===== config.mk =====
export PLATFORM = sky130hd
export DESIGN_NAME = brick_reader
export DESIGN_NICKNAME = d
export VERILOG_FILES = /design/src/rtl/brick_reader_pkg.sv /design/src/rtl/address_xy.sv /design/src/rtl/brick_reader_control.sv /design/src/rtl/brick_reader.sv
export SDC_FILE = /design/constraint.sdc
export NUM_CORES = 1
export LEC_CHECK = 0
export BUFFER_PORTS_ARGS = -buffer_cell sky130_fd_sc_hd__buf_2
export CORE_MARGIN = 2
export CORE_UTILIZATION = 40
export CTS_BUF_LIST = sky130_fd_sc_hd__clkbuf_4 sky130_fd_sc_hd__clkbuf_8
export DETAILED_ROUTE_END_ITERATION = 16
export PLACE_DENSITY = 0.6
export SYNTH_ARGS = -nofsm -noshare
export SYNTH_HDL_FRONTEND = slang
export SYNTH_SLANG_ARGS = --single-unit

===== constraint.sdc =====
create_clock -name clk -period 2.9 [get_ports clk]
set_input_delay 0 -clock clk [delete_from_list [all_inputs] [get_ports clk]]
set_output_delay 0 -clock clk [all_outputs]
set_load 0.03 [all_outputs]

===== src/rtl/brick_reader_pkg.sv =====
// Shared constants for the brick reader: build-time brick count, health colours,
// reader FSM encodings and the brick grid geometry used by address_xy.
package brick_reader_pkg;

  localparam int unsigned BRICKNUM = 40;

  localparam logic [2:0] COL_H3   = 3'b100;
  localparam logic [2:0] COL_H2   = 3'b110;
  localparam logic [2:0] COL_H1   = 3'b010;
  localparam logic [2:0] COL_DEAD = 3'b000;

  localparam logic [2:0] S_IDLE   = 3'd0;
  localparam logic [2:0] S_READ   = 3'd1;
  localparam logic [2:0] S_CHECK  = 3'd2;
  localparam logic [2:0] S_DRAW   = 3'd3;
  localparam logic [2:0] S_NEXT   = 3'd4;
  localparam logic [2:0] S_FINISH = 3'd5;

  // Bricks are laid out row-major, BRICK_COLS per row, starting at pixel row GRID_Y0.
  localparam logic [9:0] BRICK_COLS = 10'd10;
  localparam logic [9:0] BRICK_W    = 10'd16;
  localparam logic [9:0] BRICK_H    = 10'd8;
  localparam logic [9:0] GRID_Y0    = 10'd16;

  function automatic logic [2:0] health_colour(input logic [1:0] health);
    logic [2:0] col;
    case (health)
      2'd3:    col = COL_H3;
      2'd2:    col = COL_H2;
      2'd1:    col = COL_H1;
      default: col = COL_DEAD;
    endcase
    return col;
  endfunction

endpackage


===== src/rtl/address_xy.sv =====
// Converts a brick RAM address into the top-left pixel position of that brick.
module address_xy
  import brick_reader_pkg::*;
(
  input  logic [9:0] address,
  output logic [9:0] x,
  output logic [9:0] y
);

  logic [9:0] col;
  logic [9:0] row;

  assign col = address % BRICK_COLS;
  assign row = address / BRICK_COLS;
  assign x   = col * BRICK_W;
  assign y   = GRID_Y0 + row * BRICK_H;

endmodule


===== src/rtl/brick_reader_control.sv =====
// Scan FSM for the brick reader: sequences read, check, draw handshake and
// next-address steps, and emits strobes that drive the datapath in brick_reader.
module brick_reader_control
  import brick_reader_pkg::*;
#(
  parameter int unsigned ERASE_DEAD = 0
) (
  input  logic clk,
  input  logic resetn,
  input  logic start,
  input  logic live,
  input  logic last_index,
  input  logic draw_ack,
  output logic scan_init,
  output logic load_health,
  output logic count_inc,
  output logic index_inc,
  output logic finish,
  output logic draw_req,
  output logic busy,
  output logic done
);

  logic [2:0] state;
  logic [2:0] state_next;

  always_ff @(posedge clk or negedge resetn) begin
    if (!resetn) begin
      state <= S_IDLE;
    end else begin
      state <= state_next;
    end
  end

  always_comb begin
    state_next  = state;
    scan_init   = 1'b0;
    load_health = 1'b0;
    count_inc   = 1'b0;
    index_inc   = 1'b0;
    finish      = 1'b0;
    draw_req    = 1'b0;
    done        = 1'b0;
    busy        = (state != S_IDLE);
    case (state)
      S_IDLE: begin
        if (start) begin
          scan_init  = 1'b1;
          state_next = S_READ;
        end
      end
      S_READ: state_next = S_CHECK;
      S_CHECK: begin
        load_health = 1'b1;
        if (live) begin
          count_inc  = 1'b1;
          state_next = S_DRAW;
        end else if (ERASE_DEAD != 0) begin
          state_next = S_DRAW;
        end else begin
          state_next = S_NEXT;
        end
      end
      S_DRAW: begin
        draw_req = 1'b1;
        if (draw_ack) state_next = S_NEXT;
      end
      S_NEXT: begin
        if (last_index) begin
          state_next = S_FINISH;
        end else begin
          index_inc  = 1'b1;
          state_next = S_READ;
        end
      end
      S_FINISH: begin
        done       = 1'b1;
        finish     = 1'b1;
        state_next = S_IDLE;
      end
      default: state_next = S_IDLE;
    endcase
  end

endmodule


===== src/rtl/brick_reader.sv =====
// Walks brick RAM, asks the shared drawer to paint every live brick and reports
// the live-brick count and level-clear status of the last completed scan.
module brick_reader
  import brick_reader_pkg::*;
#(
  parameter int unsigned BRICK_NUM  = BRICKNUM,
  parameter int unsigned ERASE_DEAD = 0
) (
  input  logic       clk,
  input  logic       resetn,
  input  logic       start,
  output logic [9:0] rd_address,
  input  logic [1:0] rd_health,
  output logic       draw_req,
  input  logic       draw_ack,
  output logic [9:0] x_out,
  output logic [9:0] y_out,
  output logic [2:0] colour,
  output logic       busy,
  output logic       done,
  output logic [9:0] bricks_left,
  output logic       level_clear
);

  localparam logic [9:0] LAST_INDEX = 10'(BRICK_NUM - 1);

  logic [9:0] index;
  logic [9:0] count;
  logic [1:0] health_r;
  logic       scan_init;
  logic       load_health;
  logic       count_inc;
  logic       index_inc;
  logic       finish;

  brick_reader_control #(
    .ERASE_DEAD (ERASE_DEAD)
  ) u_control (
    .clk         (clk),
    .resetn      (resetn),
    .start       (start),
    .live        (rd_health != 2'd0),
    .last_index  (index == LAST_INDEX),
    .draw_ack    (draw_ack),
    .scan_init   (scan_init),
    .load_health (load_health),
    .count_inc   (count_inc),
    .index_inc   (index_inc),
    .finish      (finish),
    .draw_req    (draw_req),
    .busy        (busy),
    .done        (done)
  );

  always_ff @(posedge clk or negedge resetn) begin
    if (!resetn) begin
      index       <= '0;
      count       <= '0;
      health_r    <= '0;
      bricks_left <= '0;
      level_clear <= 1'b0;
    end else begin
      if (scan_init) begin
        index <= '0;
        count <= '0;
      end
      if (index_inc) index <= index + 10'd1;
      if (load_health) health_r <= rd_health;
      // Saturate rather than wrap so an oversized build never reports a clear level.
      if (count_inc && (count != '1)) count <= count + 10'd1;
      if (finish) begin
        bricks_left <= count;
        level_clear <= (count == '0);
      end
    end
  end

  assign rd_address = index;
  assign colour     = health_colour(health_r);

  address_xy u_address_xy (
    .address (index),
    .x       (x_out),
    .y       (y_out)
  );

endmodule


==> summary.md, run 1 <==
| Metric | Value |
|---|---|
| PwrDens | roughly 440 nW/um2 |
| Leak Pwr | 1.97 nW |
| Initial Utilization | 41.6% |
| Die ar. | 8340 um2 |
| Reg area | 905 um2 |
| Top post-synthesis cells by count | nand2_1, o21ai_0, nor2_1, dfrtp_1, clkbuf_1 |
| Number of global-route vias before repair | roughly 3000 |
| Largest area contributor in the netlist | dfrtp_1 |
| Count leader, synth | nand2_1 |
| DRT Pass-1 Iters | 4 |
| Hold Path Stages | 3 |
| CP startpoint kind | flip-flop |
| Failing checks | negative setup slack |
| Setup TNS | -1.16 ns |
| Syn avg cell area | 7.73 um2 |
| Final min period | between 3 and 4 ns |
| Setup ws final | -0.218 ns |
| Cell count of the worst reg-to-reg path | 9 |
| Die W | 91.3 um |
| # DRC | 0 |
| Clock buffer depth | 2 |
| Largest net degree at the start of global routing | 37 |
| Maxcap violations | 0 |
| Pin slew with the least headroom to its limit | 0.787 ns |
| DR iter-0 viols | 180 |
| Initial antenna violation count | 0 |
| Crit share post-route | 108% |
| Register area share after synthesis | 29.5% |
| Share of post-route cells with drive strength above 1 | 34.4% |
| Reg2Reg Capture Point | rd_address[8] |
| Worst VDD drop | 438 uV |
| TritonCTS Buffers | 5 |
| Post-synth EDFFs | 0 |
| Ys flop type | dfrtp_1 |
| Worst EP arrival | around 3.1 ns |
| WL/cell | between 10 and 15 um |
| FMAX | approximately 0.32 GHz |
| CTS tree | built |
| Multi-input gate area | about 2200 um2 |
| FF+latch count, synth | 36 |
| Synth top area cells | dfrtp_1, o21ai_0, nand2_1, nor2_1, ha_1 |
| Crit end category | primary output |
| Worst slew margin | 47.5% |
| Fin. Hold Viols | 0 |
| Pins Over Slew Limit | 0 |
| Total GRT Usage | 20.8% |
| ANT nets after route | 0 |
| Final GP Congestion | about 0.88 |
| Worst min path class | in -> reg |
| Total power | 1.87 mW |
| Share of the synthesized area in the top cell type | about 30% |
| Post-synth ARST share | 100% |
| Total gr overflow | 0 |
| Reg2reg start | rd_address[9] |
| Crit Path Max Fanout | 7 |
| Core Region | 7330 um2 |
| RSZ-0062 raised after global routing | yes |
| Root Driver | clkbuf_8 |
| Vias per inst | 5.45 |
| Critical Path RT | 2.90 ns |
| Routed vias | 3165 |
| Clock slew at reported path FFs | 0.07 ns |
| DP HPWL | 5960 um |
| Die H | 91.3 um |
| Kind of critical path | reg -> out |
| Area growth from synthesis to layout | 38.5% |
| Ys Warns | 0 |
| WL final | roughly 8600 um |
| Num rows | 31 |
| Fillcell total | 664 |
| H-Tree Depth | 2 |
| Yosys cell types | 75 |
| Setup Viol. Count Final | 8 |
| Hold Startpoint | start |
| Synthesized instance count | 395 |
| Register-to-register setup slack | 0.49 ns |
| Clock Sink Count | 36 |
| Port bufs | 44 |
| Diodes inserted | 0 |
| First-pass GRT wire length | 14500 um |
| Cell Area, Synth | ~3000 um2 |
| Num ports | 53 |
| Worst-skew pair later-pin latency | slightly below 0.3 ns |
| Hold Path End | u_control.state[0] |
| Outcome | finished with violations |
| Fin nets | about 500 |
| Clock skew | 0.00684 ns |
[final cells by class]
type	instances	area share, %
multi-input combinational	312	51.6
timing repair buffer	109	19.8
clock inverter	2	0.829
tap	99	2.93
inverter	17	1.57
sequential	36	21.4
clock buffer	6	1.81
[registers in the layout (all words and copies together) (netlist names)]
signal           flops
bricks_left         10
u_control.state      3
count               10
rd_address          10
health_r             2
level_clear          1
[cell families (layout without fill, tap and decap cells)]
kind of cell    count (synthesis)  count (layout)  synth area share [%]
buf+inv                        54             134                  9.18
mux                             4               4                  1.39
other cells                     1               8                 0.123
simple gates                  179             179                  30.8
fa+ha+maj                      11              11                  4.35
xor+xnor                        8               8                  2.30
compound gates                102             102                  22.3
flops                          36              36                  29.5
[through the flow]
stage               util, %  cell area, um2  instances  hold slack [ns]  setup WS [ns]
floorplan                 -            3120        402           -0.296         0.0110
global placement       49.2            3610        554            0.142        -0.0336
detailed placement     49.2            3610        554            0.137        -0.0338
CTS                    54.3            3980        574           0.0302         -0.178
global route           57.7            4230        581           0.0700         -0.355
finish                 57.7            4230        581           0.0337         -0.218
[report_power, final]
part | leakage, nW | switching [mW] | internal [mW] | total (mW)
clock network | 0.0586 | 0.181 | 0.264 | 0.446
registers | 0.486 | 0.0843 | 0.580 | 0.664
logic | 1.43 | 0.521 | 0.243 | 0.764
total | 1.97 | 0.786 | 1.09 | 1.87
[critical path: stages (launching register included)]
cell     delay [ns]
dfrtp_2        0.44
or4b_1         0.52
a31o_1         0.25
o211a_4        0.18
buf_6          0.14
a21oi_2        0.12
nor4_1         0.07
a211o_1        0.34
buf_6          0.16
nand2_4        0.08
o21ai_1        0.07
a211o_1        0.30
buf_6          0.14
[routing by layer]
layer	GRT usage [%]	share of wire, %
met2	34.3	47
met3	2.57	4.0
met4	4.55	1.1
met1	29.2	48
met5	0	0
[worst max-delay path by stage]
stage | to | depth (start not counted) | slack, ns | start
2_1_floorplan | x_out[8] | 12 | 0.01 | rd_address[5]
3_3_place_gp | x_out[6] | 12 | -0.03 | rd_address[6]
3_5_place_dp | x_out[6] | 12 | -0.03 | rd_address[6]
4_1_cts | y_out[3] | 11 | -0.18 | rd_address[5]
5_1_grt | x_out[5] | 13 | -0.35 | rd_address[5]
6_report | y_out[3] | 12 | -0.22 | rd_address[5]
[repair_timing]
item	4_1_cts	5_1_grt
gates resized for setup	43	50
buffers inserted	9	7
pin swaps	15	20
hold buffers	3	0
setup endpoints to repair	8	11
endpoints found under the hold margin	38	0
[cell usage in the layout (no fill, tap or decap), drive strengths merged, types with 5 or more instances in the layout]
cell type  synthesis  final
buf               20    106
ha                 9      9
nor2              37     37
o21ai             45     45
dfrtp             36     36
and3              10     10
conb               1      8
nand2b            11     11
nand3             14     14
clkbuf            17      6
nand2             54     54
inv               15     15
nor3              10     10
and2               5      5
nor4               5      5
a21oi              7      7
a31oi              9      9
nor2b              7      7
(Power assumes the default switching activity.)
==> run 2, diff against run 1 <==
--- a/config.mk
+++ b/config.mk
@@ -7,10 +7,10 @@
 export LEC_CHECK = 0
 export BUFFER_PORTS_ARGS = -buffer_cell sky130_fd_sc_hd__buf_2
 export CORE_MARGIN = 2
-export CORE_UTILIZATION = 40
+export CORE_UTILIZATION = 45
 export CTS_BUF_LIST = sky130_fd_sc_hd__clkbuf_4 sky130_fd_sc_hd__clkbuf_8
 export DETAILED_ROUTE_END_ITERATION = 16
-export PLACE_DENSITY = 0.6
+export PLACE_DENSITY = 0.66
 export SYNTH_ARGS = -nofsm -noshare
 export SYNTH_HDL_FRONTEND = slang
 export SYNTH_SLANG_ARGS = --single-unit
==> summary.md, run 2 (same netlist as run 1, synthesis figures left out) <==
| Metric | Value |
|---|---|
| Outcome | finished with violations |
| Largest net degree at the start of global routing | 37 (unchanged) |
| Crit end category | primary output |
| CTS tree | built |
| WL final | 8510 um (-1.5%) |
| Placed cell areas | 3600 um2 (-0.24%) |
| Crit Path Max Fanout | 5 (-2) |
| Final min period | 3.19 ns (+0.0751 ns) |
| Final instance area | 4130 um2 (-2.2%) |
| Total power | 1.81 mW (-3.7%) |
| Reg2Reg Capture Point | rd_address[5] |
| Num ports | 53 (unchanged) |
| Fin. Hold Viols | 0 (unchanged) |
| Layout Cells excl Fill | 565 (-2.8%) |
| Leak Pwr | 1.91 nW (-3.1%) |
| Worst VDD drop | 392 uV (-10%) |
| # DRC | 0 (unchanged) |
| Fin nets | 499 (+0.60%) |
| Initial antenna violation count | 0 (unchanged) |
| Clock buffer depth | 2 (unchanged) |
| Die W | 86.4 um (-5.5%) |
| Die ar. | 7460 um2 (-11%) |
| Failing checks | negative setup slack |
| Crit path max-delay cell type | dfrtp_2 |
| Reg2reg start | rd_address[9] |
| Diodes inserted | 0 (unchanged) |
| Die H | 86.4 um (-5.5%) |
| Total GRT Usage | 23.5% (+2.8 points) |
| Initial Utilization | 45.7% (+4.0 points) |
| Worst-skew pair later-pin latency | 0.28 ns (about the same) |
| Hold Path Stages | 3 (unchanged) |
| Setup Viol. Count Final | 8 (unchanged) |
| RSZ-0062 raised after global routing | yes |
| Final Util | 61.9% (+4.2 points) |
| Vias per inst | 5.69 (+4.5%) |
| Number of global-route vias before repair | 3020 (-0.23%) |
| Port bufs | 44 (unchanged) |
| Clock Sink Count | 36 (unchanged) |
| Num rows | 30 (-3.2%) |
| CP peak stage delay | 0.46 ns (-0.06 ns) |
| DP HPWL | 5760 um (-3.4%) |
| Share of post-route cells with drive strength above 1 | 33.6% (-0.83 points) |
| TritonCTS Buffers | 5 (unchanged) |
| Dpl ws | -0.0688 ns (-0.0350 ns) |
| FMAX | 0.313 GHz (-2.4%) |
| Pins Over Slew Limit | 0 (unchanged) |
| Pin slew with the least headroom to its limit | 0.787 ns (-0.000672 ns) |
| Commonest non-fill, non-tap cell in the layout | buf_4 |
| Total gr overflow | 0 (unchanged) |
| Kind of critical path | reg -> out |
| Area growth from synthesis to layout | 35.5% |
| CP startpoint kind | flip-flop |
| Commonest non-fill, non-tap cells in the layout | buf_4, nand2_1, o21ai_0 |
| Core Region | 6680 um2 (-8.9%) |
| Crit path capture | x_out[6] |
| First-pass GRT wire length | 14400 um (-0.67%) |
| DRT Pass-1 Iters | 4 (unchanged) |
| WL/cell | 15.1 um (+1.3%) |
| Critical Path RT | 2.90 ns (about the same) |
| Crit-path cells | buf_4, buf_4, xnor2_1, buf_4, o2111ai_1, nor4_1, a2111oi_2, a41oi_2, a21oi_1, a31oi_1, and3_1, buf_6 |
| PwrDens | 437 nW/um2 (-1.5%) |
| Worst slew margin | 47.6% (about the same) |
| Setup ws final | -0.293 ns (-0.0751 ns) |
| H-Tree Depth | 2 (unchanged) |
| Final GP Congestion | 0.891 (+1.6%) |
| Routed vias | 3215 (+1.6%) |
| Maxcap violations | 0 (unchanged) |
| DR iter-0 viols | 263 (+46%) |
| Crit path launch | rd_address[5] |
| Cell count of the worst reg-to-reg path | 9 (unchanged) |
| Root Driver | clkbuf_8 |
| Crit-path most repeated cell | buf_4 |
| Worst EP arrival | 3.19 ns (+0.07 ns) |
| Clock slew at reported path FFs | 0.07 ns (about the same) |
| Worst min path class | in -> reg |
| Clock skew | 0.00491 ns (-0.00194 ns) |
| Dpl cells | 537 (-3.1%) |
| Crit share post-route | 110% (+2.6 points) |
| Register-to-register setup slack | 0.34 ns (-0.15 ns) |
| ANT nets after route | 0 (unchanged) |
[run 2: layout make-up]
type                    instances  area [um2]
clock inverters                 1        8.76
flip-flops and latches         36         905
clock buffers                   7        83.8
fillers                       606        2550
repair buffers                111         823
multi-input cells             313        2150
inverters                      17        63.8
well taps                      80         100
[run 2: per-layer routing]
| layer | up-vias | global-route usage (%) | part of all wire (%) |
|---|---|---|---|
| li1 | 1583 | - | - |
| met1 | 1539 | 34.2 | 48 |
| met2 | 84 | 36.2 | 46 |
| met3 | 9 | 3.71 | 4.5 |
| met4 | 0 | 6.96 | 0.98 |
| met5 | - | 0 | 0 |
[run 2: power breakdown]
part	total, mW	internal (mW)	switching, mW	leakage [nW]
registers	0.666	0.580	0.0862	0.486
clock network	0.369	0.190	0.178	0.0493
logic	0.771	0.243	0.528	1.37
[run 2: metrics by stage]
stage,hold slack [ns],TNS (ns)
floorplan,-0.296,0
global placement,0.122,-0.258
detailed placement,0.139,-0.231
CTS,0.0402,-1.24
global route,0.0591,-2.89
finish,0.0357,-1.57
[run 2: critical path: cells and delay by family, from the launching register on]
family | cells | cell delay (ns)
and+or+nand+nor | 2 | 0.61
buffers and inverters | 4 | 0.62
AOI/OAI and AO/OA | 5 | 0.84
DFF | 1 | 0.46
xor gates and xnor gates | 1 | 0.38
[run 2: worst min-delay path by stage]
stage,startpoint,endpoint,slack (ns)
2_1_floorplan,resetn,bricks_left[0],-0.30
3_3_place_gp,resetn,count[2],0.12
3_5_place_dp,resetn,count[2],0.14
4_1_cts,start,u_control.state[2],0.04
5_1_grt,start,u_control.state[0],0.06
6_report,start,u_control.state[2],0.04
[run 2: repair_timing]
item | CTS | global route
pin swaps | 16 | 13
resized for setup | 42 | 20
hold buffers | 3 | 0
setup endpoints to repair | 9 | 9
setup buffers | 13 | 3
cloned | 1 | 0
hold endpoints to repair | 38 | 0
